## src/rtl/stepper_move_ctrl_if.sv

```systemverilog
// Move-command handshake bundle between a command source and stepper_move_ctrl.
interface stepper_move_ctrl_if #(
  parameter int CNT_W = 16,
  parameter int PER_W = 24
);
  logic             cmd_valid;
  logic             cmd_ready;
  logic             cmd_dir;
  logic [CNT_W-1:0] cmd_steps;
  logic [PER_W-1:0] cmd_period;
  logic [PER_W-1:0] cmd_start_period;
  logic [PER_W-1:0] cmd_ramp;

  modport master (
    output cmd_valid, cmd_dir, cmd_steps, cmd_period, cmd_start_period, cmd_ramp,
    input  cmd_ready
  );

  modport slave (
    input  cmd_valid, cmd_dir, cmd_steps, cmd_period, cmd_start_period, cmd_ramp,
    output cmd_ready
  );
endinterface

```

## src/rtl/stepper_move_ctrl.sv

```systemverilog
// Stepper move sequencer: accepts a move command and emits step pulses on a
// symmetric linear accel/cruise/decel period profile, tracking signed position.
module stepper_move_ctrl #(
  parameter int CNT_W = 16,
  parameter int PER_W = 24,
  parameter int POS_W = 32
) (
  input  logic                    clk,
  input  logic                    rst_n,
  stepper_move_ctrl_if.slave      cmd,
  input  logic                    abort,
  output logic                    step,
  output logic                    motor_en,
  output logic                    motor_dir,
  output logic                    busy,
  output logic                    done,
  output logic signed [POS_W-1:0] position,
  output logic [CNT_W-1:0]        steps_left
);

  typedef enum logic [1:0] {IDLE, ACCEL, CRUISE, DECEL} state_e;

  localparam logic signed [POS_W-1:0] POS_ONE = POS_W'(1);
  localparam logic [PER_W-1:0]        PER_MIN = PER_W'(2);
  localparam logic [PER_W-1:0]        PER_ONE = PER_W'(1);

  state_e                  state_q, state_d;
  logic                    dir_q, dir_d;
  logic                    done_q, done_d;
  logic signed [POS_W-1:0] pos_q, pos_d;
  logic [CNT_W-1:0]        steps_left_q, steps_left_d;
  logic [CNT_W-1:0]        accel_cnt_q, accel_cnt_d;
  logic [PER_W-1:0]        period_q, period_d;
  logic [PER_W-1:0]        start_q, start_d;
  logic [PER_W-1:0]        ramp_q, ramp_d;
  logic [PER_W-1:0]        cur_q, cur_d;
  logic [PER_W-1:0]        cnt_q, cnt_d;

  logic                    accept;
  logic                    step_now;
  logic [CNT_W-1:0]        left_dec;
  logic [PER_W-1:0]        per_clamp, start_clamp;
  logic [PER_W-1:0]        faster, slower;

  function automatic logic [PER_W-1:0] clamp_min2(input logic [PER_W-1:0] v);
    return (v < PER_MIN) ? PER_MIN : v;
  endfunction

  // cur - ramp with one extra bit so a borrow saturates at the cruise floor.
  function automatic logic [PER_W-1:0] sat_faster(input logic [PER_W-1:0] cur,
                                                  input logic [PER_W-1:0] ramp,
                                                  input logic [PER_W-1:0] floor);
    logic [PER_W:0] diff;
    diff = {1'b0, cur} - {1'b0, ramp};
    if (diff[PER_W] || (diff[PER_W-1:0] < floor)) return floor;
    return diff[PER_W-1:0];
  endfunction

  function automatic logic [PER_W-1:0] sat_slower(input logic [PER_W-1:0] cur,
                                                  input logic [PER_W-1:0] ramp,
                                                  input logic [PER_W-1:0] ceil);
    logic [PER_W:0] sum;
    sum = {1'b0, cur} + {1'b0, ramp};
    if (sum > {1'b0, ceil}) return ceil;
    return sum[PER_W-1:0];
  endfunction

  always_comb begin
    accept      = cmd.cmd_valid && (state_q == IDLE);
    step_now    = (state_q != IDLE) && (cnt_q == PER_ONE) && !abort;
    left_dec    = steps_left_q - CNT_W'(1);
    faster      = sat_faster(cur_q, ramp_q, period_q);
    slower      = sat_slower(cur_q, ramp_q, start_q);
    per_clamp   = clamp_min2(cmd.cmd_period);
    start_clamp = clamp_min2(cmd.cmd_start_period);
    if (start_clamp < per_clamp) start_clamp = per_clamp;

    state_d      = state_q;
    dir_d        = dir_q;
    done_d       = 1'b0;
    pos_d        = pos_q;
    steps_left_d = steps_left_q;
    accel_cnt_d  = accel_cnt_q;
    period_d     = period_q;
    start_d      = start_q;
    ramp_d       = ramp_q;
    cur_d        = cur_q;
    cnt_d        = cnt_q;

    if (state_q == IDLE) begin
      if (accept) begin
        dir_d        = cmd.cmd_dir;
        period_d     = per_clamp;
        start_d      = start_clamp;
        ramp_d       = cmd.cmd_ramp;
        cur_d        = start_clamp;
        cnt_d        = start_clamp;
        accel_cnt_d  = '0;
        steps_left_d = cmd.cmd_steps;
        if (cmd.cmd_steps == '0) done_d = 1'b1;
        else                     state_d = ACCEL;
      end
    end else if (abort) begin
      state_d = IDLE;
      done_d  = 1'b1;
    end else if (step_now) begin
      steps_left_d = left_dec;
      pos_d        = dir_q ? (pos_q + POS_ONE) : (pos_q - POS_ONE);
      if (left_dec == '0) begin
        state_d = IDLE;
        done_d  = 1'b1;
      end else begin
        // Decel check wins so the braking run mirrors the accel run length.
        if ((state_q == DECEL) || (left_dec <= accel_cnt_q)) begin
          state_d = DECEL;
          cur_d   = slower;
        end else if (state_q == ACCEL) begin
          cur_d = faster;
          if (faster != cur_q)    accel_cnt_d = accel_cnt_q + CNT_W'(1);
          if (faster == period_q) state_d = CRUISE;
        end
        cnt_d = cur_d;
      end
    end else begin
      cnt_d = cnt_q - PER_ONE;
    end
  end

  // Control and architecturally visible state
  always_ff @(posedge clk or negedge rst_n) begin
    if (!rst_n) begin
      state_q      <= IDLE;
      dir_q        <= 1'b0;
      done_q       <= 1'b0;
      pos_q        <= '0;
      steps_left_q <= '0;
      accel_cnt_q  <= '0;
    end else begin
      state_q      <= state_d;
      dir_q        <= dir_d;
      done_q       <= done_d;
      pos_q        <= pos_d;
      steps_left_q <= steps_left_d;
      accel_cnt_q  <= accel_cnt_d;
    end
  end

  // Profile datapath; only meaningful while a move is active
  always_ff @(posedge clk) begin
    period_q <= period_d;
    start_q  <= start_d;
    ramp_q   <= ramp_d;
    cur_q    <= cur_d;
    cnt_q    <= cnt_d;
  end

  assign cmd.cmd_ready = (state_q == IDLE);
  assign busy          = (state_q != IDLE);
  assign motor_en      = busy;
  assign motor_dir     = dir_q;
  assign done          = done_q;
  assign step          = step_now;
  assign position      = pos_q;
  assign steps_left    = steps_left_q;

endmodule

```

## src/flat_wrapper.sv

```systemverilog
// flat-port wrapper written by rule: the top's interface ports become plain ports
module stepper_move_ctrl_flat 
#(
  parameter int CNT_W = 16,
  parameter int PER_W = 24,
  parameter int POS_W = 32
)
  (clk, rst_n, abort, step, motor_en, motor_dir, busy, done, position, steps_left, cmd_cmd_valid, cmd_cmd_dir, cmd_cmd_steps, cmd_cmd_period, cmd_cmd_start_period, cmd_cmd_ramp, cmd_cmd_ready);
  stepper_move_ctrl_if #(.CNT_W(CNT_W), .PER_W(PER_W)) cmd_i ();
  input  logic clk;
  input  logic rst_n;
  input  logic abort;
  output logic step;
  output logic motor_en;
  output logic motor_dir;
  output logic busy;
  output logic done;
  output logic signed [POS_W-1:0] position;
  output logic [CNT_W-1:0] steps_left;
  input wire logic [$bits(cmd_i.cmd_valid)-1:0] cmd_cmd_valid;
  input wire logic [$bits(cmd_i.cmd_dir)-1:0] cmd_cmd_dir;
  input wire logic [$bits(cmd_i.cmd_steps)-1:0] cmd_cmd_steps;
  input wire logic [$bits(cmd_i.cmd_period)-1:0] cmd_cmd_period;
  input wire logic [$bits(cmd_i.cmd_start_period)-1:0] cmd_cmd_start_period;
  input wire logic [$bits(cmd_i.cmd_ramp)-1:0] cmd_cmd_ramp;
  output wire logic [$bits(cmd_i.cmd_ready)-1:0] cmd_cmd_ready;
  assign cmd_i.cmd_valid = cmd_cmd_valid;
  assign cmd_i.cmd_dir = cmd_cmd_dir;
  assign cmd_i.cmd_steps = cmd_cmd_steps;
  assign cmd_i.cmd_period = cmd_cmd_period;
  assign cmd_i.cmd_start_period = cmd_cmd_start_period;
  assign cmd_i.cmd_ramp = cmd_cmd_ramp;
  assign cmd_cmd_ready = cmd_i.cmd_ready;
  stepper_move_ctrl #(.CNT_W(CNT_W), .PER_W(PER_W), .POS_W(POS_W)) u_core (.clk(clk), .rst_n(rst_n), .cmd(cmd_i), .abort(abort), .step(step), .motor_en(motor_en), .motor_dir(motor_dir), .busy(busy), .done(done), .position(position), .steps_left(steps_left));
endmodule
```

## config.mk

```make
export PLATFORM = sky130hd
export DESIGN_NAME = stepper_move_ctrl_flat
export DESIGN_NICKNAME = d
export VERILOG_FILES = /design/src/rtl/stepper_move_ctrl_if.sv /design/src/rtl/stepper_move_ctrl.sv /design/src/flat_wrapper.sv
export SDC_FILE = /design/constraint.sdc
export NUM_CORES = 1
export LEC_CHECK = 0
export CAP_MARGIN = 20
export CORE_MARGIN = 2
export CORE_UTILIZATION = 25
export CTS_CLUSTER_DIAMETER = 40
export DETAILED_ROUTE_END_ITERATION = 10
export HOLD_SLACK_MARGIN = 0.02
export PLACE_DENSITY = 0.53
export SYNTH_ARGS = -nofsm -noshare
export SYNTH_HDL_FRONTEND = slang
export SYNTH_SLANG_ARGS = --single-unit
```

## constraint.sdc

```tcl
create_clock -name clk -period 12.6 [get_ports clk]
set_input_delay 3.15 -clock clk [delete_from_list [all_inputs] [get_ports clk]]
set_output_delay 3.15 -clock clk [all_outputs]
set_load 0.005 [all_outputs]
```

==> results.ini <==
[clock_tree]
clk_pin_slew_ps = 80
cts_buffers = 17
clkSinkCount = 188
root_buffer = clkbuf_16
ctsResizeCount = 0
cts_tree = done
htree_levels = 4
ctsHoldBuffers = 0
insertion_delay_ps = 500
postCtsSetupRepairBufs = 0
clock_path_buffers = 2

[synth]
synth_area_leaders = edfxtp_1 (21%), ha_1 (13%), dfrtp_1 (10%)
synth_commonest_cells = nor2_1 (174), ha_1 (169), inv_1 (167)
synthAdderAreaFrac_pct = 12.9
synth_mux_area_share_pct = 3.73
synth_top_family_by_area = compound AO/OA/AOI/OAI gates
ys_ff_latch = 188
synthXorXnorAreaFrac_pct = 7.48
yosysMostFrequentCell = nor2_1
syn-instance-count = 1946
netlist_area_um2 = 16800
synth-simple-area-share_pct = 16.7
synth_top_area_share_pct = 21.4
synth_area_per_cell_um2 = 8.64
ys_seq_area_share_pct = 31.5
synth_edf_count = 120
synth_nets = 2211
yosysTopAreaCell = edfxtp_1
synthArstFlopShare_pct = 36.2
ys_warn_count = 0
ys_types = 95
synth_compound_area_share_pct = 20.8
synth-main-ff-cell = edfxtp_1

[worst_setup_path]
worstSetupEndpointType = primary output
cp.arrival_ps = 5050
crit_fanout = 6
startpoint_type = input port
crit_required_ps = 9450
crit_type = in2out

[grt]
grt_use_met2_pct = 27.0
grt_overflow = 0
use_met1_pct = 21.9
antenna_found_initial = 6
grt_pass1_wl_um = 88100
grt_usage_pct = 16.7
grt_pass1_vias = 14569
grt.busiest_layer = met2
grt_max_degree = 82
grt_use_met3_pct = 3.24

[sta]
relSlewSlack_pct = 26.6
fin_tns_setup_ps = 0
grt_setup_unrepaired = false
fmax_mhz = 122
hold_viol_final = 0
fin_ws_ps = 4400
post-route-min-period_ps = 8200
slew_viol_final = 0
fin_skew_ps = 18.1
final.period_utilization_pct = 65.1
finalSetupViolations = 0
max_slew.worst_pin.slew_ps = 1100

[die]
fp.dieW_um = 263
row_count = 95
core_area_um2 = 66900
num_io_pins = 147
die_y_um = 263
dieArea_um2 = 69400
start_util_pct = 25.1

[placed_design]
hpwl_um = 44900
gp_congestion = 0.950
portBuffers = 146
pre_cts_ws_ps = 4340
dpl-instance-area_um2 = 19000

[power_and_ir_drop]
p_sw_mw = 2.37
power.density_nw_per_um2 = 239
peakVddDrop_v = 0.000124
seq_power_share_pct = 23.5
p_comb_share_pct = 64.5
total_power_mw = 4.67
switching_share_pct = 50.8
leakage_nw = 8.03
pwr-share-clk_pct = 12.0
intPower_mw = 2.30

[cells_and_area]
diodes = 0
drive_above_1_share_pct = 5.95
fillerInstances = 7065
area_delta_synth_final_pct = 16.3
nNetsFinal = 2270
postLayoutCellArea_um2 = 19600
fin_util_pct = 29.2

[job]
drv_cap = 0

[routing]
ant_nets = 0
via_per_inst = 5.12
vias = 14809
drtIter0Drc = 1293
wirelength_um = 58200
remaining_drc_errors = 0
drtPass1Iterations = 5
wl_per_cell_um = 20.1

[run_status]
status = finished clean

[worst_hold_path]
holdCritPathClass = reg2reg

-- worst max-delay path, cell delays in order --
cell and delay, ps:
clkdlybuf4s50_1 530, nor2_1 210, nand4b_1 200, or2_2 380
inv_2 70, clkdlybuf4s50_1 500
-- final timing paths --
path	start	end	slack, ps	cells past startpoint
max	abort	step	4400	6
min	u_core.accel_cnt_q[10]	u_core.accel_cnt_q[10]	470	1
max reg2reg	u_core.cur_q[11]	u_core.accel_cnt_q[14]	5450	23
min reg2reg	u_core.accel_cnt_q[10]	u_core.accel_cnt_q[10]	470	1
max in group asynchronous	rst_n	u_core.accel_cnt_q[5]	9080	2
min in group asynchronous	rst_n	u_core.position[15]	2860	2
-- flip-flops by register name, summed over array words and instances, names as in the netlist --
name,count
u_core.steps_left,16
u_core.cnt_q,24
u_core.position,32
u_core.state_q,2
u_core.accel_cnt_q,16
u_core.start_q,24
u_core.ramp_q,24
u_core.done,1
u_core.cur_q,24
u_core.period_q,24
u_core.motor_dir,1
-- cells in the final DEF, fill, tap and decap left out, types with 17 or more instances in the layout --
cell type	netlist	routed
nor2_1	174	173
inv_1	167	166
mux2i_1	27	27
mux2_2	29	29
a21o_1	52	52
o211ai_1	17	17
nand2_1	132	132
nor3_1	71	71
dfrtp_1	68	68
o21bai_1	19	19
ha_1	169	169
clkdlybuf4s50_1	0	145
xnor2_1	88	88
edfxtp_1	120	120
clkbuf_16	0	18
nand3_1	36	36
xor2_1	50	50
a211oi_1	44	44
o21ai_0	95	95
nor4_1	31	31
a21oi_1	134	133
nand4_1	39	39
-- cell type report --
cell class | instances | area [um^2] | area share (%)
Timing Repair Buffer | 161 | 1570 | 8.00
Clock buffer | 22 | 495 | 2.53
Multi-Input combinational cell | 1467 | 10400 | 53.1
Inverter | 170 | 641 | 3.28
Tap cell | 873 | 1090 | 5.59
Clock inverter | 9 | 71.3 | 0.365
Sequential cell | 188 | 5310 | 27.1
-- per-stage QoR --
| step | hold slack, ps | std cells |
|---|---|---|
| finish | 469 | 2890 |
| global route | 478 | 2890 |
| CTS | 469 | 2890 |
| detailed placement | 453 | 2859 |
| global placement | 448 | 2858 |
| floorplan | 430 | 1946 |
-- cell families after synthesis --
kind of cell	after synthesis
buffers and inverters	291
adders and majority gates	172
xor gates and xnor gates	140
DFF	188
and+or+nand+nor	580
muxes	58
AOI/OAI and AO/OA	517
-- per-layer routing --
metal,share of wire [%],vias to the layer above
li1,-,7162
met2,46,470
met1,45,7084
met4,2.8,12
met5,0.12,-
met3,6.2,81
-- power groups by stage --
stage	registers (mW)	logic, mW	clock network [mW]
CTS	1.09	2.98	0.587
global route	1.12	3.31	0.605
finish	1.10	3.01	0.563
global placement	1.10	2.92	0
detailed placement	1.10	2.95	0
floorplan	1.03	2.14	0
(Power assumes the default switching activity.)
